## config.mk

```make
export PLATFORM = sky130hd
export DESIGN_NAME = mem_arbiter
export DESIGN_NICKNAME = d
export VERILOG_FILES = /design/src/rtl/mem_arbiter.sv
export SDC_FILE = /design/constraint.sdc
export NUM_CORES = 1
export LEC_CHECK = 0
export CORE_AREA = 2 2 117 119
export DETAILED_ROUTE_END_ITERATION = 7
export DIE_AREA = 0 0 119 121
export DONT_BUFFER_PORTS = 1
export PLACE_DENSITY_LB_ADDON = 0.2
export REMOVE_ABC_BUFFERS = 1
export SYNTH_ARGS = -nofsm -noshare
export SYNTH_HDL_FRONTEND = slang
export SYNTH_SLANG_ARGS = --single-unit
```

## constraint.sdc

```tcl
create_clock -name clk -period 4.3 [get_ports clk]
set_input_delay 0.645 -clock clk [delete_from_list [all_inputs] [get_ports clk]]
set_output_delay 0.645 -clock clk [all_outputs]
set_load 0.1 [all_outputs]
```

## src/rtl/mem_arbiter.sv

```systemverilog
// Two-requester single-port memory arbiter: combinational grant, lock ownership, 1-cycle reads.
// Define MEM_ARB_FIXED_PRIO_EN for fixed m0 priority; default build is round-robin.
module mem_arbiter #(
    parameter int ADDR_W = 32,
    parameter int DATA_W = 32
) (
    input  logic              clk,
    input  logic              rst_n,
    input  logic              m0_req,
    input  logic              m0_we,
    input  logic              m0_lock,
    input  logic [ADDR_W-1:0] m0_addr,
    input  logic [DATA_W-1:0] m0_wdata,
    output logic              m0_gnt,
    output logic              m0_rvalid,
    output logic [DATA_W-1:0] m0_rdata,
    input  logic              m1_req,
    input  logic              m1_we,
    input  logic              m1_lock,
    input  logic [ADDR_W-1:0] m1_addr,
    input  logic [DATA_W-1:0] m1_wdata,
    output logic              m1_gnt,
    output logic              m1_rvalid,
    output logic [DATA_W-1:0] m1_rdata,
    output logic [ADDR_W-1:0] mem_addr,
    output logic              mem_we,
    output logic [DATA_W-1:0] mem_wdata,
    input  logic [DATA_W-1:0] mem_rdata
);

    typedef enum logic [1:0] {
        IDLE,
        OWN0,
        OWN1
    } state_t;

    state_t state_q, state_d;
    logic   rv0_q, rv0_d;
    logic   rv1_q, rv1_d;
    logic   g0, g1;

`ifndef MEM_ARB_FIXED_PRIO_EN
    // 1 = requester 1 was granted most recently
    logic   last_q, last_d;
`endif

    always_comb begin
        g0      = 1'b0;
        g1      = 1'b0;
        state_d = state_q;
        unique case (state_q)
            IDLE: begin
                if (m0_req && m1_req) begin
`ifdef MEM_ARB_FIXED_PRIO_EN
                    g0 = 1'b1;
`else
                    g0 = last_q;
                    g1 = !last_q;
`endif
                end else begin
                    g0 = m0_req;
                    g1 = m1_req;
                end
            end
            OWN0:    g0 = m0_req;
            OWN1:    g1 = m1_req;
            default: ;
        endcase
        if (!rst_n) begin
            g0 = 1'b0;
            g1 = 1'b0;
        end
        // Owner releases when it drops lock, whether or not it was granted
        unique case (state_q)
            IDLE: begin
                if (g0 && m0_lock)      state_d = OWN0;
                else if (g1 && m1_lock) state_d = OWN1;
            end
            OWN0: if (!m0_lock) state_d = IDLE;
            OWN1: if (!m1_lock) state_d = IDLE;
            default: state_d = IDLE;
        endcase
    end

    assign rv0_d = g0 && !m0_we;
    assign rv1_d = g1 && !m1_we;

`ifndef MEM_ARB_FIXED_PRIO_EN
    always_comb begin
        last_d = last_q;
        if (g1)      last_d = 1'b1;
        else if (g0) last_d = 1'b0;
    end

    always_ff @(posedge clk) begin
        if (!rst_n) last_q <= 1'b1;
        else        last_q <= last_d;
    end
`endif

    always_ff @(posedge clk) begin
        if (!rst_n) begin
            state_q <= IDLE;
            rv0_q   <= 1'b0;
            rv1_q   <= 1'b0;
        end else begin
            state_q <= state_d;
            rv0_q   <= rv0_d;
            rv1_q   <= rv1_d;
        end
    end

    assign m0_gnt    = g0;
    assign m1_gnt    = g1;
    assign m0_rvalid = rv0_q;
    assign m1_rvalid = rv1_q;
    assign m0_rdata  = rv0_q ? mem_rdata : '0;
    assign m1_rdata  = rv1_q ? mem_rdata : '0;

    always_comb begin
        mem_addr  = '0;
        mem_we    = 1'b0;
        mem_wdata = '0;
        if (g0) begin
            mem_addr  = m0_addr;
            mem_we    = m0_we;
            mem_wdata = m0_wdata;
        end else if (g1) begin
            mem_addr  = m1_addr;
            mem_we    = m1_we;
            mem_wdata = m1_wdata;
        end
    end

endmodule
```

Yosys cells after proc, flatten, opt, wreduce, memory -nomap -nowiden
Cells that the tools add are included.
- bitwise operators: 1
- reduce and logical (&&, ||, !) cells: 11
- eq/ne operators: 5
- muxes and demuxes: 19
- operator list (cell ; count):
    32-bit 2-to-1 mux ; 6
    2-bit 2-to-1 mux ; 4
    1-bit 2-to-1 mux ; 6
    2-bit one-hot mux with 3 select lines ; 1
    1-bit logical AND ; 5
    2-bit != test (second input constant) ; 2
    1-bit one-hot mux with 2 select lines ; 2
    1-bit logical NOT ; 3
    3-bit != test (second input constant) ; 1
    3-bit AND reduction ; 1
    2-bit by 1-bit equality test with 1-bit output (second input constant) ; 1
    2-bit equality test (second input constant) ; 1
    2-bit logical NOT ; 1
    2-bit OR reduction ; 1
    1-bit NOT ; 1
- word-level logic and storage cells: 40
- output and inout port bits: 133
- bits of input ports: 168
- flip-flop bits (word level): 5

Longest topological paths before layout
Gate-level depths: netlist (run 1).
- word-level depth: 8
- mapped depth: 6
- gate-level depth less buffers: 3

Worst setup path before layout (run 1)
Ideal clock, no wire load.
- path type: input port to output port
- start point: input m1_req
- end point: output mem_addr[23]
- path buffers: 2
- setup slack: 1.266 ns
- data required time: 3.655 ns
- stages on the path: 5
- data arrival time: 2.389 ns
- cells stage by stage: nor2b_1 > and3_1 > clkbuf_1 > buf_2 > a22o_1
- longest elaborated chain between the ends: 6
- elaborated cells between the ends (all ways): 9
- classes of those cells: mux: 8; reduce/logical: 1
- RTL lines (item ; RTL line ; RTL):
    start, declared ; 17 ; input logic m1_req,
    1-bit logical AND ; 53 ; if (m0_req && m1_req) begin
    1-bit 2-to-1 mux ; 53 ;
    1-bit one-hot mux with 2 select lines (*) ; 51 ; unique case (state_q)
    1-bit 2-to-1 mux (*) ; 69 ; if (!rst_n) begin
    via m1_gnt ; 22 ; output logic m1_gnt,
    32-bit 2-to-1 mux (*) ; 128 ; end else if (g1) begin
    32-bit 2-to-1 mux (*) ; 124 ; if (g0) begin
    end, declared ; 25 ; output logic [ADDR_W-1:0] mem_addr,
The timed path passes the listed nets; every way through them passes the cells marked *.

Final worst setup path (run 1)
- start point: input m1_req
- end point: output mem_addr[8]
- longest elaborated chain between the ends: 6
- elaborated cells between the ends (all ways): 9
- classes of those cells: mux: 8; reduce/logical: 1
- RTL lines (item ; RTL line):
    1-bit logical AND ; 53
    1-bit 2-to-1 mux ; 53
    1-bit one-hot mux with 2 select lines ; 51
    1-bit 2-to-1 mux ; 69
    32-bit 2-to-1 mux ; 128
    32-bit 2-to-1 mux (*) ; 124
Every way passes the cells marked *; elsewhere a longest branch is shown, timed or not.

==> metrics list, run 1 <==
* Worst-case headroom to the max-slew limit: 31.38%
* Number of synthesized flops with an enable pin: 0
- Setup slack on the worst reg-to-reg path comes out at 2.56 ns.
- Pin placement for this block handled 301 I/O pins.
- The detailed router finished its first iteration with 36 violations.
* Layout net count: 394
* Sequential area share after synthesis: 7.670%
- For this run, design rule violations remaining after detail routing come to 0.
- Power spread over the standard cell area amounts to 412.3 nW/um^2.
- Worst Path Buf+Inv: 2
* Xor-xnor portion of the synthesized cell area: 0%
- TritonCTS clock tree: yes
* Dpl cell area: 1919 sq um
- Number of global-route vias before repair: 1,506
- After synthesis, the mean cell area works out to 7.543 sq um.
- CTS resizes: 0
- The routed layout has 1,683 vias.
* Total wirelength of the detailed-routed design: 7620 um
- Half-perimeter wire length of the detailed placement result: 6838 um
- The first detailed-routing pass took 4 iterations.
- Diode insertion count for antenna repair: 0
- Number of hold buffers added after CTS: 0
- Die width: 119 um
- Across every metal layer, demand over resource in global routing totals 9.081%.
* Worst min-delay path class: input pin to flip-flop
- By area, the combinational part of the netlist is dominated by compound AO/OA/AOI/OAI gates.
- Data arrives at the worst endpoint at 2.28 ns.
- The first global-routing pass estimated 9722 um of wire.
- Remaining antenna violation count: 0
- Startpoint type of the worst setup path: input pin
- Walking the worst path, the cells encountered are nor2b_1 > and3_2 > buf_4 > a22o_1 > buf_4.
* Final std cell area, no fill: 1998 sq um
- For the pin with the worst max-slew slack, the measured transition is 1.037 ns.
- Maximum number of pins on one net before global-route repair: 68
* Vias per inst: 4.197
- In this run the worst path has a maximum fanout of 44.
- Worst path max stage delay: 0.70 ns
- Setup violations remaining at the end of the flow were counted as 0.
* Number of antenna violations at the first check in global routing: 0
- a22o_1 takes more of the synthesized area than any other cell.
- Lkg Pwr: 0.9084 nW
- In the synthesized netlist the dominant register cell turns out to be dfxtp_1.
- The flow ran to the end, and the final reports show no timing, DRC or antenna violations.
- Buffers placed on the I/O ports in this run total 0.
- Post-synthesis async set-or-reset flop share: 0%
- Worst-path clk slew: 0.03 ns
- In this run the vertical extent of the chip is 121 um.
- Summing the areas of all compound-gate instances in the mapped netlist gives 45.93% of the synthesized area.
* Master cell of the clock root buffer: clkbuf_16
* Worst Setup End Kind: output pin
- On the final layout, the worst clock skew is 0.0009275 ns.
- After Yosys synthesis, full adders, half adders and majority gates account for 0% of the synthesized area.
- Syn Std Cell Area: 1305 sq um
- The clock reaches the later pin of the worst-skew pair after 0.22 ns.
- Max-capacitance violation count: 0
- Count of different cell masters after synthesis: 16
- Leaving out filler cells and counting taps, the final layout contains 401.
- Share of layout cells above drive strength 1: 33.78%
- Overflow left after global routing: 0
* Minimum clock period: 2.926 ns
* Simple-gate share of the synthesized area: 35.19%
- Highest Clock Rate: 341.7 MHz
- Gate count of the mapped netlist: 173
- Routability-driven placement finished with a final weighted congestion of 0.7657.
* Cell family with the largest share of critical-path delay: simple AND/OR/NAND/NOR gates
- Critical path data required time: 3.65 ns
* Placed instance count: 397
- Hold violation count in the final report: 0
- Maximum resistive drop on vdd: 0.1266 mV
- No sink is reached through more buffers than the 2 on the longest clock path.
- From synthesis to final layout, the design area changed by 53.12%.
- Dividing the detail-routed wire length by the instance count gives 19.00 um.
- The synthesized design contains 5 register bits.
- Number of buffers created by CTS: 3
* Placeable Area: 13,090 sq um
* Setup repair after global routing missed its margin: false
- Area share of the leading cell type in the synthesized netlist: 43.62%
* Fill cells: 1,491
* Site Rows: 42
* Critical Path Slowest Stage Cell: and3_2
- Effective utilization at floorplan: 9.973%
- Synth warnings: 0
* Mux share of post-synthesis cell area: 0%
- The critical path is of the input pin to output pin type.
* Cell seen most often among critical-path stages: buf_4
- Area of the die: 14,400 sq um
- WHS: 0.4810 ns
* Largest cells by area after synthesis: a22o_1, and2_1, dfxtp_1
- In this run the number of H-tree levels came out at 1.
- Fin crit share: 68.05%
- Once the clock tree was built, the setup fixing pass inserted 0 buffers.
- Final count of pins violating max slew: 0
- Clk sinks: 5
-- cell families (layout without fill, tap and decap cells) --
logic type	Yosys count	after routing
AO/OA/AOI/OAI	70	70
buffers and inverters	23	75
AND/OR/NAND/NOR	75	75
flip-flops	5	5
-- report_power, final --
group | internal (W) | total [W] | switching, W | leakage [nW]
clock network | 0.000123 | 0.000151 | 0.0000286 | 0.0382
registers | 0.0000493 | 0.0000617 | 0.0000124 | 0.0419
logic | 0.000101 | 0.000611 | 0.000509 | 0.828
total | 0.000273 | 0.000824 | 0.000550 | 0.908
-- state kept, by name, indices dropped and copies added, names as in the netlist --
signal     cells
state_q        2
last_q         1
m1_rvalid      1
m0_rvalid      1
-- cell usage in the layout, fill, tap and decap left out, drive strengths merged --
cell type / n
buf: 69
a22o: 65
and2: 64
dfxtp: 5
nor2b: 4
nand2: 4
clkbuf: 4
inv: 2
o21ai: 2
a21oi: 2
o311a: 1
nand3b: 1
and3: 1
nor3: 1
-- worst reg2reg max path, stage by stage, from the launching register on --
cell	delay [ns]
dfxtp_1	0.33
nor2b_1	0.15
and3_2	0.70
buf_4	0.33
nor2b_1	0.15
-- metrics by stage --
| step | setup WS (ns) | utilization (%) | power (W) | setup TNS (ns) |
|---|---|---|---|---|
| 2_1_floorplan | -0.07460 | - | 0.0005807 | -4.849 |
| 3_3_place_gp | 1.440 | 14.67 | 0.0006736 | 0 |
| 3_5_place_dp | 1.384 | 14.67 | 0.0006766 | 0 |
| 4_1_cts | 1.383 | 15.27 | 0.0008306 | 0 |
| 5_1_grt | 1.266 | 15.27 | 0.0008450 | 0 |
| 6_report | 1.374 | 15.27 | 0.0008238 | 0 |
-- layer usage --
layer / track usage (%) / share of wire [%]
met1: 9.303 / 33
met2: 17.64 / 54
met5: 0 / 0
met3: 3.336 / 12
met4: 1.711 / 0.70
-- worst paths after layout --
| check | startpoint | endpoint | cells after the start |
|---|---|---|---|
| setup / recovery | m1_req | mem_addr[8] | 5 |
| hold / removal | rst_n | last_q | 1 |
| setup reg to reg | state_q[0] | m1_rvalid | 4 |
| hold reg to reg | state_q[0] | state_q[0] | 2 |
-- area by class of cell --
| type | count | area [sq um] | share of cell area, % |
|---|---|---|---|
| clock buffers | 4 | 78.83 | 3.945 |
| inverters | 2 | 7.507 | 0.3757 |
| multi-input cells | 145 | 1071 | 53.60 |
| flip-flops and latches | 5 | 102.6 | 5.135 |
| well taps | 176 | 220.2 | 11.02 |
| repair buffers | 69 | 518.0 | 25.92 |
-- cell usage after synthesis (2+ instances only) --
cell	n
inv_1	2
and2_1	64
a21oi_1	2
nor2b_1	4
o21ai_0	2
buf_6	6
buf_4	2
a22o_1	65
buf_2	6
nand2_1	4
clkbuf_1	7
dfxtp_1	5
Note: power is estimated with default switching activity, not from simulation.
==> run 2: changes to the inputs <==
CORE_AREA = 2 2 115 117   (was 2 2 117 119)
DIE_AREA = 0 0 117 119   (was 0 0 119 121)
clock period = 2.6 ns   (was 4.3 ns; I/O delays follow)
==> metrics list, run 2 (synthesis results as in run 1) <==
- The peak supply drop came to 0.1867 mV (+47%).
- Fin worst setup slack: 0.3781 ns (-0.9956 ns)
* Worst reg2reg path endpoint: m0_rvalid
* Termination of the worst setup path: mem_addr[9]
- Max-capacitance violation count: 0 (unchanged)
* Status: finished clean
- Worst Path Max Fanout: 67 (+52%)
- Worst Path Buf+Inv: 2 (unchanged)
* Die Y-Extent: 119 um (-1.7%)
- In the layout the commonest cells are buf_12, buf_4, a22o_1, and2_1.
* Share of layout cells above drive strength 1: 48.62% (+15 points)
* Global-route layer with the greatest usage: met2
- The critical path depth in cells came to 5 (unchanged).
- Largest Register: state_q
- Startpoint type of the worst setup path: flip-flop
- The width of the die was 117 um (-1.7%).
- The total power after layout was 0.001629 W (+98%).
- Setup repair after global routing left no endpoint under its margin.
* Worst path max stage delay: 0.33 ns (-0.37 ns)
- Met3 Use GR: 3.511% (+0.17 points)
- Placeable Area: 12,870 sq um (-1.6%)
- Diode insertion count for antenna repair: 0 (unchanged)
- The hold violation total from the final report is 0 (unchanged).
* Number of antenna violations at the first check in global routing: 0 (unchanged)
- Minimum clock period: 2.222 ns
- Startpoint of the lowest-slack register-to-register path: state_q[1]
- The sequential fraction of design power is 5.7% (-1.8 points).
- The CTS buffer count is 3 (unchanged).
* Part of the total power dissipated in the clock network: 15.6% (-2.8 points)
* TritonCTS clock tree: yes
- Counting stages on the worst path, the most repeated cell is buf_12.
- Worst-path clk slew: 0.03 ns (about the same)
- Derived from the worst setup path, the maximum achievable clock frequency is 450.1 MHz.
* Number of cells on the worst reg-to-reg path: 4 (unchanged)
* Worst-case headroom to the max-slew limit: 71.57% (+40 points)
- Internal reg-to-reg setup slack: 1.30 ns (-1.26 ns)
- Number of global-route vias before repair: 1,792 (+19%)
- By startpoint and endpoint, the worst setup path is classified as flip-flop to output pin.
- The internal power consumption came to 0.0006727 W (+150%).
- The global router's overall resource usage came to 10.03% (+0.95 points).
- The average wire per standard cell came to 17.07 um (-10%).
- Critical Path Slowest Stage Cell: buf_12
- Master cell of the clock root buffer: clkbuf_16
- The required time at the worst-slack endpoint came to 2.21 ns (-1.44 ns).
* Area of the die: 13,920 sq um (-3.3%)
* Vias per inst: 4.129 (-1.6%)
* Cell family with the largest share of critical-path delay: compound AO/OA/AOI/OAI gates
* Worst min-delay path startpoint: m0_we
- Power per cell area: 489.4 nW/um^2 (+19%)
- Layout net count: 459 (+16%)
* Final cell count without fillers: 466 (+16%)
- The net switching power was 0.0009560 W (+74%).
- The detailed placement HPWL came to 6965 um (+1.9%).
- Site Rows: 42 (unchanged)
- GP Congestion: 0.6761 (-12%)
* Total via count after detailed routing: 1,924 (+14%)
- The switching portion of total power was 58.70% (-8.1 points).
- Remaining antenna violation count: 0 (unchanged)
- The pre-CTS setup slack is 0.5002 ns (-0.8837 ns).
- Overflow left after global routing: 0 (unchanged)
- Flip-flop count of the largest register after layout: 2 (unchanged)
* Global-route track usage on met1: 9.709% (+0.41 points)
- The starting density of the core was 10.14% (+0.16 points).
- The worst slack on hold paths was 0.2214 ns (-0.2596 ns).
* Initial DRT Pass Iterations: 4 (unchanged)
- The post-layout utilization of the core was 25.85% (+11 points).
- Maximum number of pins on one net before global-route repair: 68 (unchanged)
* Fin crit share: 85.46%
- The leakage power total is 1.480 nW (+63%).
- The tightest min-delay check is of the input pin to flip-flop type.
- Final setup violating endpoints: 0 (unchanged)
* Number of design rule violations left after detail routing: 0 (unchanged)
- CP Data Arrival Time: 1.83 ns (-0.45 ns)
- The met2 track demand over resource in global routing was 20.56% (+2.9 points).
- IO Port Bufs: 0 (unchanged)
- The maximum root-to-sink buffer count is 2 (unchanged).
- Setup Skew: 0.002630 ns (+0.001702 ns)
* Total wirelength of the detailed-routed design: 7954 um (+4.4%)
- Crit path cell chain: nor2b_1 > o311a_4 > buf_12 > a22o_1 > buf_12
- Post-CTS setup buffer count: 0 (unchanged)
- Crit path from: state_q[1]
* Layout area overhead: 155.0%
- The maximum level of the CTS H-tree is 1 (unchanged).
- Logic gate share of total power: 78.7% (+4.6 points)
- Wire length of the first global-routing pass: 10,540 um (+8.4%)
* Worst Setup End Kind: output pin
* Worst-skew pair later-pin latency: 0.23 ns (about the same)
- The count of routing violations after the opening detailed-route iteration is 77 (+110%).
* Actual slew at the worst max-slew pin: 0.4264 ns (-0.6101 ns)
* Clk sinks: 5 (unchanged)
- Final count of pins violating max slew: 0 (unchanged)
* Number of primary I/O pins: 301 (unchanged)
- The number of gates resized after cts is 0 (unchanged).
* Placed instance count: 462 (+16%)
- The count of hold buffers inserted by post-cts repair is 0 (unchanged).
run 2: changes by cell type in the layout (fill, tap and decap cells not counted), sizes merged:
cell	previous run	this run
buf	69	134
run 2: power by group through the flow:
stage	logic (W)	clock network [W]	registers, W
final	0.00128	0.000254	0.0000930
after global routing	0.00131	0.000266	0.0000944
after CTS	0.00129	0.000257	0.0000932
after detailed placement	0.00129	0	0.0000942
after global placement	0.00129	0	0.0000941
after floorplan	0.000862	0	0.0000983
run 2: how the worst min path moves through the flow:
| stage | to | slack (ns) | cells after the start |
|---|---|---|---|
| after floorplan | state_q[1] | 0.44 | 1 |
| after global placement | m0_rvalid | 0.46 | 1 |
| after detailed placement | m0_rvalid | 0.46 | 1 |
| after CTS | m0_rvalid | 0.22 | 1 |
| after global routing | m1_rvalid | 0.22 | 1 |
| final | m0_rvalid | 0.22 | 1 |
run 2: worst register-to-register path: stages, from the launching register on:
cell	delay [ns]
dfxtp_1	0.31
nor2b_1	0.18
o311a_4	0.24
buf_12	0.33
nor2b_1	0.18
run 2: metal layers:
layer	up-vias	share of wire, %
met4	0	0.16
met2	188	54
met3	2	14
met1	864	32
met5	-	0
li1	870	-
run 2: through the flow:
step / instance area [sq um] / setup TNS [ns]
finish: 3328 / 0
global route: 3328 / 0
CTS: 3328 / 0
detailed placement: 3249 / 0
global placement: 3249 / 0
floorplan: 1166 / -82.93
run 2: cell type report:
class,count,area (sq um)
tap,176,220.2
clock buffer,4,78.83
fill,1384,9547
sequential,5,102.6
timing repair buffer,134,1844
multi-input combinational,145,1075
inverter,2,7.507
